[src/rtl/pad_ownership_arbiter.sv]
// Round-robin owner arbiter for one shared bidirectional pad cell.
// A driver-off turnaround window separates consecutive owners so their drivers never overlap.
module pad_ownership_arbiter #(
    parameter int                 NUM_REQ    = 2,
    parameter int                 PADATTR    = 16,
    parameter int                 TURNAROUND = 1,
    parameter logic [PADATTR-1:0] IDLE_ATTR  = '0
) (
    input  logic                       clk_i,
    input  logic                       rst_i,
    input  logic [NUM_REQ-1:0]         req_i,
    output logic [NUM_REQ-1:0]         gnt_o,
    input  logic [NUM_REQ-1:0]         out_i,
    input  logic [NUM_REQ-1:0]         oe_i,
    input  logic [NUM_REQ*PADATTR-1:0] attr_i,
    output logic                       pad_in_o,
    output logic                       pad_oe_o,
    output logic [PADATTR-1:0]         pad_attributes_o,
    input  logic                       pad_out_i,
    output logic [NUM_REQ-1:0]         in_o,
    output logic                       busy_o
);

    localparam int IDX_W = $clog2(NUM_REQ);
    localparam logic [3:0] TURN_LOAD = (TURNAROUND > 0) ? 4'(TURNAROUND - 1) : 4'd0;

    typedef enum logic [1:0] {
        IDLE,
        GRANT,
        TURN
    } state_e;

    state_e               state_q;
    logic [IDX_W-1:0]     owner_q;
    logic [IDX_W-1:0]     ptr_q;
    logic [IDX_W-1:0]     ptr_d;
    logic [3:0]           cnt_q;
    logic [NUM_REQ-1:0]   gnt_q;
    logic [IDX_W-1:0]     pickIdx;
    logic                 pickValid;

    // Scan from the highest offset down so the request closest to the pointer wins.
    always_comb begin
        pickValid = 1'b0;
        pickIdx   = '0;
        for (int i = NUM_REQ - 1; i >= 0; i--) begin
            if (req_i[(int'(ptr_q) + i) % NUM_REQ]) begin
                pickValid = 1'b1;
                pickIdx   = IDX_W'((int'(ptr_q) + i) % NUM_REQ);
            end
        end
    end

    assign ptr_d = (owner_q == IDX_W'(NUM_REQ - 1)) ? '0 : owner_q + 1'b1;

    always_ff @(posedge clk_i) begin
        if (rst_i) begin
            state_q <= IDLE;
            owner_q <= '0;
            ptr_q   <= '0;
            cnt_q   <= '0;
            gnt_q   <= '0;
        end else begin
            case (state_q)
                IDLE: begin
                    if (pickValid) begin
                        owner_q <= pickIdx;
                        gnt_q   <= NUM_REQ'(1) << pickIdx;
                        state_q <= GRANT;
                    end
                end
                GRANT: begin
                    // Owner keeps the pad until it drops its own request; no preemption.
                    if (!req_i[owner_q]) begin
                        gnt_q <= '0;
                        ptr_q <= ptr_d;
                        if (TURNAROUND > 0) begin
                            cnt_q   <= TURN_LOAD;
                            state_q <= TURN;
                        end else begin
                            state_q <= IDLE;
                        end
                    end
                end
                TURN: begin
                    if (cnt_q == 4'd0) begin
                        state_q <= IDLE;
                    end else begin
                        cnt_q <= cnt_q - 4'd1;
                    end
                end
                default: state_q <= IDLE;
            endcase
        end
    end

    assign gnt_o  = gnt_q;
    assign busy_o = (state_q != IDLE);

    always_comb begin
        pad_in_o         = 1'b0;
        pad_oe_o         = 1'b0;
        pad_attributes_o = IDLE_ATTR;
        in_o             = '0;
        if (state_q == GRANT) begin
            pad_in_o         = out_i[owner_q];
            pad_oe_o         = oe_i[owner_q];
            pad_attributes_o = attr_i[int'(owner_q)*PADATTR +: PADATTR];
            in_o[owner_q]    = pad_out_i;
        end
    end

endmodule
[config.mk]
export PLATFORM = sky130hd
export DESIGN_NAME = pad_ownership_arbiter
export DESIGN_NICKNAME = d
export VERILOG_FILES = /design/src/rtl/pad_ownership_arbiter.sv
export SDC_FILE = /design/constraint.sdc
export NUM_CORES = 1
export LEC_CHECK = 0
export BUFFER_PORTS_ARGS = -buffer_cell sky130_fd_sc_hd__buf_2
export CAP_MARGIN = 10
export CORE_UTILIZATION = 41
export DETAILED_ROUTE_END_ITERATION = 6
export PLACE_DENSITY = 0.84
export SLEW_MARGIN = 20
export SYNTH_ARGS = -nofsm -noshare
export SYNTH_HDL_FRONTEND = slang
export SYNTH_SLANG_ARGS = --single-unit
[constraint.sdc]
create_clock -name clk_i -period 2.3 [get_ports clk_i]
set_input_delay 0.115 -clock clk_i [delete_from_list [all_inputs] [get_ports clk_i]]
set_output_delay 0.115 -clock clk_i [all_outputs]
set_load 0.02 [all_outputs]
# Yosys cells after proc, flatten, opt, wreduce, memory -nomap -nowiden
# Index checks and enable logic that the tools add are counted.
[op_classes]
eq_ne = 6
div_mod_pow = 0
add_sub_neg = 3
bitwise_logic = 3
n_reduce_logical = 11
magnitude_cmp = 4
n_shift = 2
n_mux = 32
mul = 0
[op_table]
columns = ["op", "count"]
rows = [
  ["32-bit by 6-bit indexed part select with 16-bit output", 1],
  ["1-bit 2-to-1 mux", 19],
  ["16-bit 2-to-1 mux", 1],
  ["2-bit 2-to-1 mux", 6],
  ["3-bit AND reduction", 3],
  ["4-bit 2-to-1 mux", 2],
  ["2-bit inequality test, second input constant", 4],
  ["4-bit one-hot mux with 2 select lines", 1],
  ["2-bit one-hot mux with 3 select lines", 1],
  ["2-bit nonzero test", 3],
  ["4-bit zero test", 1],
  ["1-bit by 2-bit < comparator with 1-bit output, second input constant", 2],
  ["2-bit one-hot mux with 2 select lines", 1],
  ["2-bit AND reduction", 2],
  ["4-bit by 1-bit subtractor with 4-bit output, second input constant", 1],
  ["2-bit by 3-bit < comparator with 1-bit output, second input constant", 1],
  ["1-bit adder, second input constant", 2],
  ["2-bit AND", 1],
  ["2-bit by 1-bit equality test with 1-bit output, second input constant", 1],
  ["2-bit equality test, second input constant", 1],
  ["2-bit zero test", 1],
  ["1-bit by 1-bit left shift with 2-bit output, first input constant", 1],
  ["1-bit AND, first input constant", 1],
  ["1-bit demux with 1-bit select", 1],
  ["other kinds (3)", 3],
]
[word_totals]
mem_count = 0
out_inout_bits = 23
ram_bits = 0
elab_cells = 66
ff_bits = 10
latchBits = 0
mem_bits_ro = 0

# Depth between registers and ports, before layout
[logic_depth]
word_depth = 10
mapped_depth = 5
depth_no_buf = 5

# Least setup slack after synthesis
# OpenSTA, ideal clock, no wires.
[synth_path]
path_kind = "reg-to-reg"
startpoint = "reg state_q[0]"
endpoint = "reg cnt_q[3]"
arrival_ps = 1428
path_stages_with_launch = 5
slack_ps = 801
period_less_slack_ps = 1499
setup_ps = 70
path_cell_list = "dfxtp_1 -> buf_6 -> or4b_4 -> or4_1 -> a21oi_1"
[synth_via]
elab_chain_cells = 3
[synth_lines]
columns = ["element", "line", "rtl"]
rows = [
  ["start, declared", "33", "state_e state_q;"],
  ["start signal, assigned", "58", "state_q <= IDLE;"],
  ["start signal, assigned", "69", "state_q <= GRANT;"],
  ["start signal, assigned", "79", "state_q <= TURN;"],
  ["2-bit equality test / 2-bit by 1-bit equality test with 1-bit output (equally long branches)", "64", "case (state_q)"],
  ["2-bit inequality test (no source line) / 2-bit nonzero test (equally long branches)", "n/a", ""],
  ["3-bit AND reduction (no source line)", "n/a", ""],
  ["end signal, assigned", "89", "cnt_q <= cnt_q - 4'd1;"],
  ["end, declared", "37", "logic [3:0] cnt_q;"],
]
# Parallel ways exist; a longest one is shown, timed or not.
# A chain may end at the register's enable or synchronous reset.

# Worst setup path in the final report
[layout_path]
startpoint = "reg state_q[0]"
endpoint = "out in_o[0]"
[layout_via]
elab_chain_cells = 2
[layout_lines]
columns = ["element", "line", "rtl"]
rows = [
  ["2-bit by 1-bit equality test with 1-bit output", "105", "if (state_q == GRANT) begin"],
  ["2-bit 2-to-1 mux", "105", ""],
  ["end, declared", "20", "output logic [NUM_REQ-1:0] in_o,"],
]
# No other way between the ends.

==> summary.md <==
| Metric | Value |
|---|---|
| Max Freq | 542 MHz |
| Share of total power in combinational logic | 0.401 |
| Drt initial violations | 23 |
| Max transition margin | 0.441 |
| Diode insertion count for antenna repair | 0 |
| Final worst path period need | 1.85 ns |
| Total wirelength of the detailed-routed design | 2200 µm |
| Post-detailed-route DRC marker count | 0 |
| Internal power component | 0.000332 W |
| Clock slew at reported path FFs | 0.06 ns |
| Timing startpoint of the critical path | state_q[0]$_SDFFE_PP0P_ |
| Site Rows | 15 |
| Required time at the worst-slack endpoint | 2.18 ns |
| Wire length of the first global-routing pass | 3110 µm |
| Worst Setup Start Kind | flop |
| Hold buffer count at cts | 0 |
| Total die area | 2080 µm² |
| Count of input and output buffers | 63 |
| Reg-to-reg endpoint | cnt_q[1]$_SDFFE_PP0P_ |
| Number of max-slew violations in the final report | 0 |
| Clock root buffer | clkbuf_4 |
| P_sw | 0.000181 W |
| Crit path buf inv count | 1 |
| Startpoint of the lowest-slack register-to-register path | state_q[1]$_SDFFE_PP0P_ |
| Number of gates resized after cts | 0 |
| Syn-to-layout area delta | 43.7% |
| DR pass1 iterations | 4 |
| Largest voltage drop on the vdd net | 240 µV |
| Post-Synthesis Net Count | 140 |
| Arrival time at the worst endpoint | 1.73 ns |
| TritonCTS clock tree | done |
| Global placement routability congestion | 0.764 |
| Hold Slack | 0.182 ns |
| Final setup violation count | 0 |
| Sequential standard cell area | 200 µm² |
| Crit path kind | flop to output port |
| Post-place setup slack | 0.607 ns |
| Pin count of the biggest net entering global routing | 24 |
| Sequential share of the synthesized area | 0.257 |
| Number of hold-slack violations in the final timing report | 0 |
| FF-to-FF path depth | 3 |
| Cell with the biggest individual delay on the critical path | nand2b_1 |
| Number of H-tree levels | 1 |
| Critical path capture point type | output port |
| Final worst setup slack | 0.455 ns |
| Antenna violations before repair | 0 |
| Critical path endpoint | in_o[0] |
| Buffers inserted during post-CTS setup optimization | 0 |
| Net switching share of the total power | 0.354 |
| Number of synthesis warnings | 0 |
| Setup TNS Final | 0 ns |
| Share of power burned in registers | 0.374 |
| Cell variety after synth | 29 |
| Slowest Stage Delay on Critical Path | 0.50 ns |
| Commonest non-fill, non-tap cells in the layout | 63 x buf_2, 20 x nor2_1, 18 x mux2i_1 |
| Detail-routed net length per standard cell | 12.0 µm |
| Critical path cell sequence | nand2b_1 -> nor3b_1 -> buf_2 |
| Layout Nets | 202 |
| Transition at the pin with the smallest max-transition slack | 0.839 ns |
| Via count of the first global-routing pass | 810 |
| Die width | 45.6 µm |
| RSZ-0062 raised after global routing | false |
| Maximum count of clock buffers along a single path | 2 |
| Design Power | 0.000513 W |
| Number of fill cells in the layout | 157 |
| Fraction of layout instances using a drive strength above 1 | 0.443 |
| Path class of the lowest-slack min-delay path | primary input to flop |
| CTS sink cnt | 10 |
| Synth Instances | 98 |
| Overall track demand over capacity in global routing | 0.204 |
| Synthesized area per cell | 7.95 µm² |
| Flop2flop setup slack | 0.57 ns |
| LEAKAGE | 0.551 nW |
| Mapped Area | 779 µm² |
| Initial Util | 0.447 |
| Crit. path cell count | 3 |
| Family with the most delay on the worst path | simple AND/OR/NAND/NOR gates |
| Overall die height | 45.6 µm |
| Final clock period utilization by the worst path | 0.802 |
| #FFs+latches synth | 10 |
| Clk Latency, worst-skew pair | 0.26 ns |
| Power per unit of standard cell area | 458 nW/µm² |
| Antenna viol nets, final | 0 |
| Total congestion overflow | 0 |
| Result of the run | finished, final reports clean |
| Post-detailed-route via-to-cell ratio | 5.09 |
| Area of the placeable core | 1750 µm² |
| Via count | 931 |
| I/O pin count | 64 |
| DP Wirelength | 1700 µm |
| Part of the total power dissipated in the clock network | 0.225 |
| Inserted Clock Buffers | 3 |
| Post-route clock skew | 0.00367 ns |
| Most frequent standard cell in the layout excluding fill and tap cells | buf_2 |
| Max-capacitance violation count | 0 |
| Footprint of the multi-input gates | 524 µm² |
| Worst Path Max Fanout | 23 |
## kinds of logic (layout without fill, tap and decap cells)
logic type	after synthesis	in the layout	share of synthesized area
compound gates	17	17	0.146
flops	10	10	0.257
fa+ha+maj	1	1	0.0160
buf+inv	12	72	0.0706
simple gates	39	39	0.265
mux	19	19	0.246
## power groups by stage
stage	clock network [W]	logic, W	registers [W]
2_1_floorplan	0	0.000133	0.000195
3_3_place_gp	0	0.000199	0.000195
3_5_place_dp	0	0.000206	0.000196
4_1_cts	0.000119	0.000206	0.000192
5_1_grt	0.000124	0.000222	0.000193
6_report	0.000116	0.000206	0.000192
## through the flow
stage | area (µm²) | utilization | std cells
after CTS | 1120 | 0.642 | 183
after floorplan | 779 | - | 98
after global routing | 1120 | 0.642 | 183
after global placement | 1100 | 0.629 | 180
final | 1120 | 0.642 | 183
after detailed placement | 1100 | 0.629 | 180
## synthesized netlist by cell type, drive strengths merged
cell / count / area [µm²]
o221ai: 2 / 17.5
nor2: 20 / 75.1
mux2: 1 / 11.3
buf: 4 / 25.0
a21oi: 5 / 25.0
mux2i: 18 / 180
a21bo: 1 / 10.0
inv: 5 / 18.8
o31ai: 2 / 15.0
clkbuf: 3 / 11.3
and4b: 1 / 10.0
nor3b: 3 / 22.5
o21ai: 2 / 10.0
a2111oi: 1 / 8.76
a211oi: 1 / 7.51
or4b: 1 / 13.8
ha: 1 / 12.5
o21bai: 1 / 7.51
o22ai: 2 / 12.5
nand2b: 5 / 31.3
nand2: 1 / 3.75
or3: 1 / 6.26
nand3: 2 / 10.0
nor2b: 1 / 6.26
nor3: 1 / 5.00
dfxtp: 10 / 200
or4: 3 / 22.5
## layout make-up
type,instances,area share
multi-input cells,76,0.468
well taps,25,0.0279
repair buffers,64,0.288
clock buffers,3,0.0201
inverters,5,0.0168
flip-flops and latches,10,0.179
## routing by layer
metal / vias to the layer above / global-route usage / routed length, µm
li1: 472 / - / -
met1: 425 / 0.218 / 871
met2: 32 / 0.363 / 1220
met3: 2 / 0.0357 / 98
met4: 0 / 0.133 / 14
met5: - / 0 / 0
## state kept, by name, indices dropped and copies added, names as in the netlist
| signal | flops |
|---|---|
| cnt_q | 4 |
| gnt_o | 2 |
| owner_q | 1 |
| ptr_q | 1 |
| state_q | 2 |
## worst min-delay path by stage
stage                         from                    end  cells past startpoint
final                        rst_i  cnt_q[3]$_SDFFE_PP0P_                      2
after floorplan           req_i[0]  gnt_o[0]$_SDFFE_PP0P_                      2
after global placement    req_i[0]  gnt_o[0]$_SDFFE_PP0P_                      3
after CTS                 req_i[0]  gnt_o[0]$_SDFFE_PP0P_                      3
after detailed placement  req_i[0]  gnt_o[0]$_SDFFE_PP0P_                      3
after global routing      req_i[0]  gnt_o[0]$_SDFFE_PP0P_                      3
No activity file was read; power rests on OpenSTA's default activity.
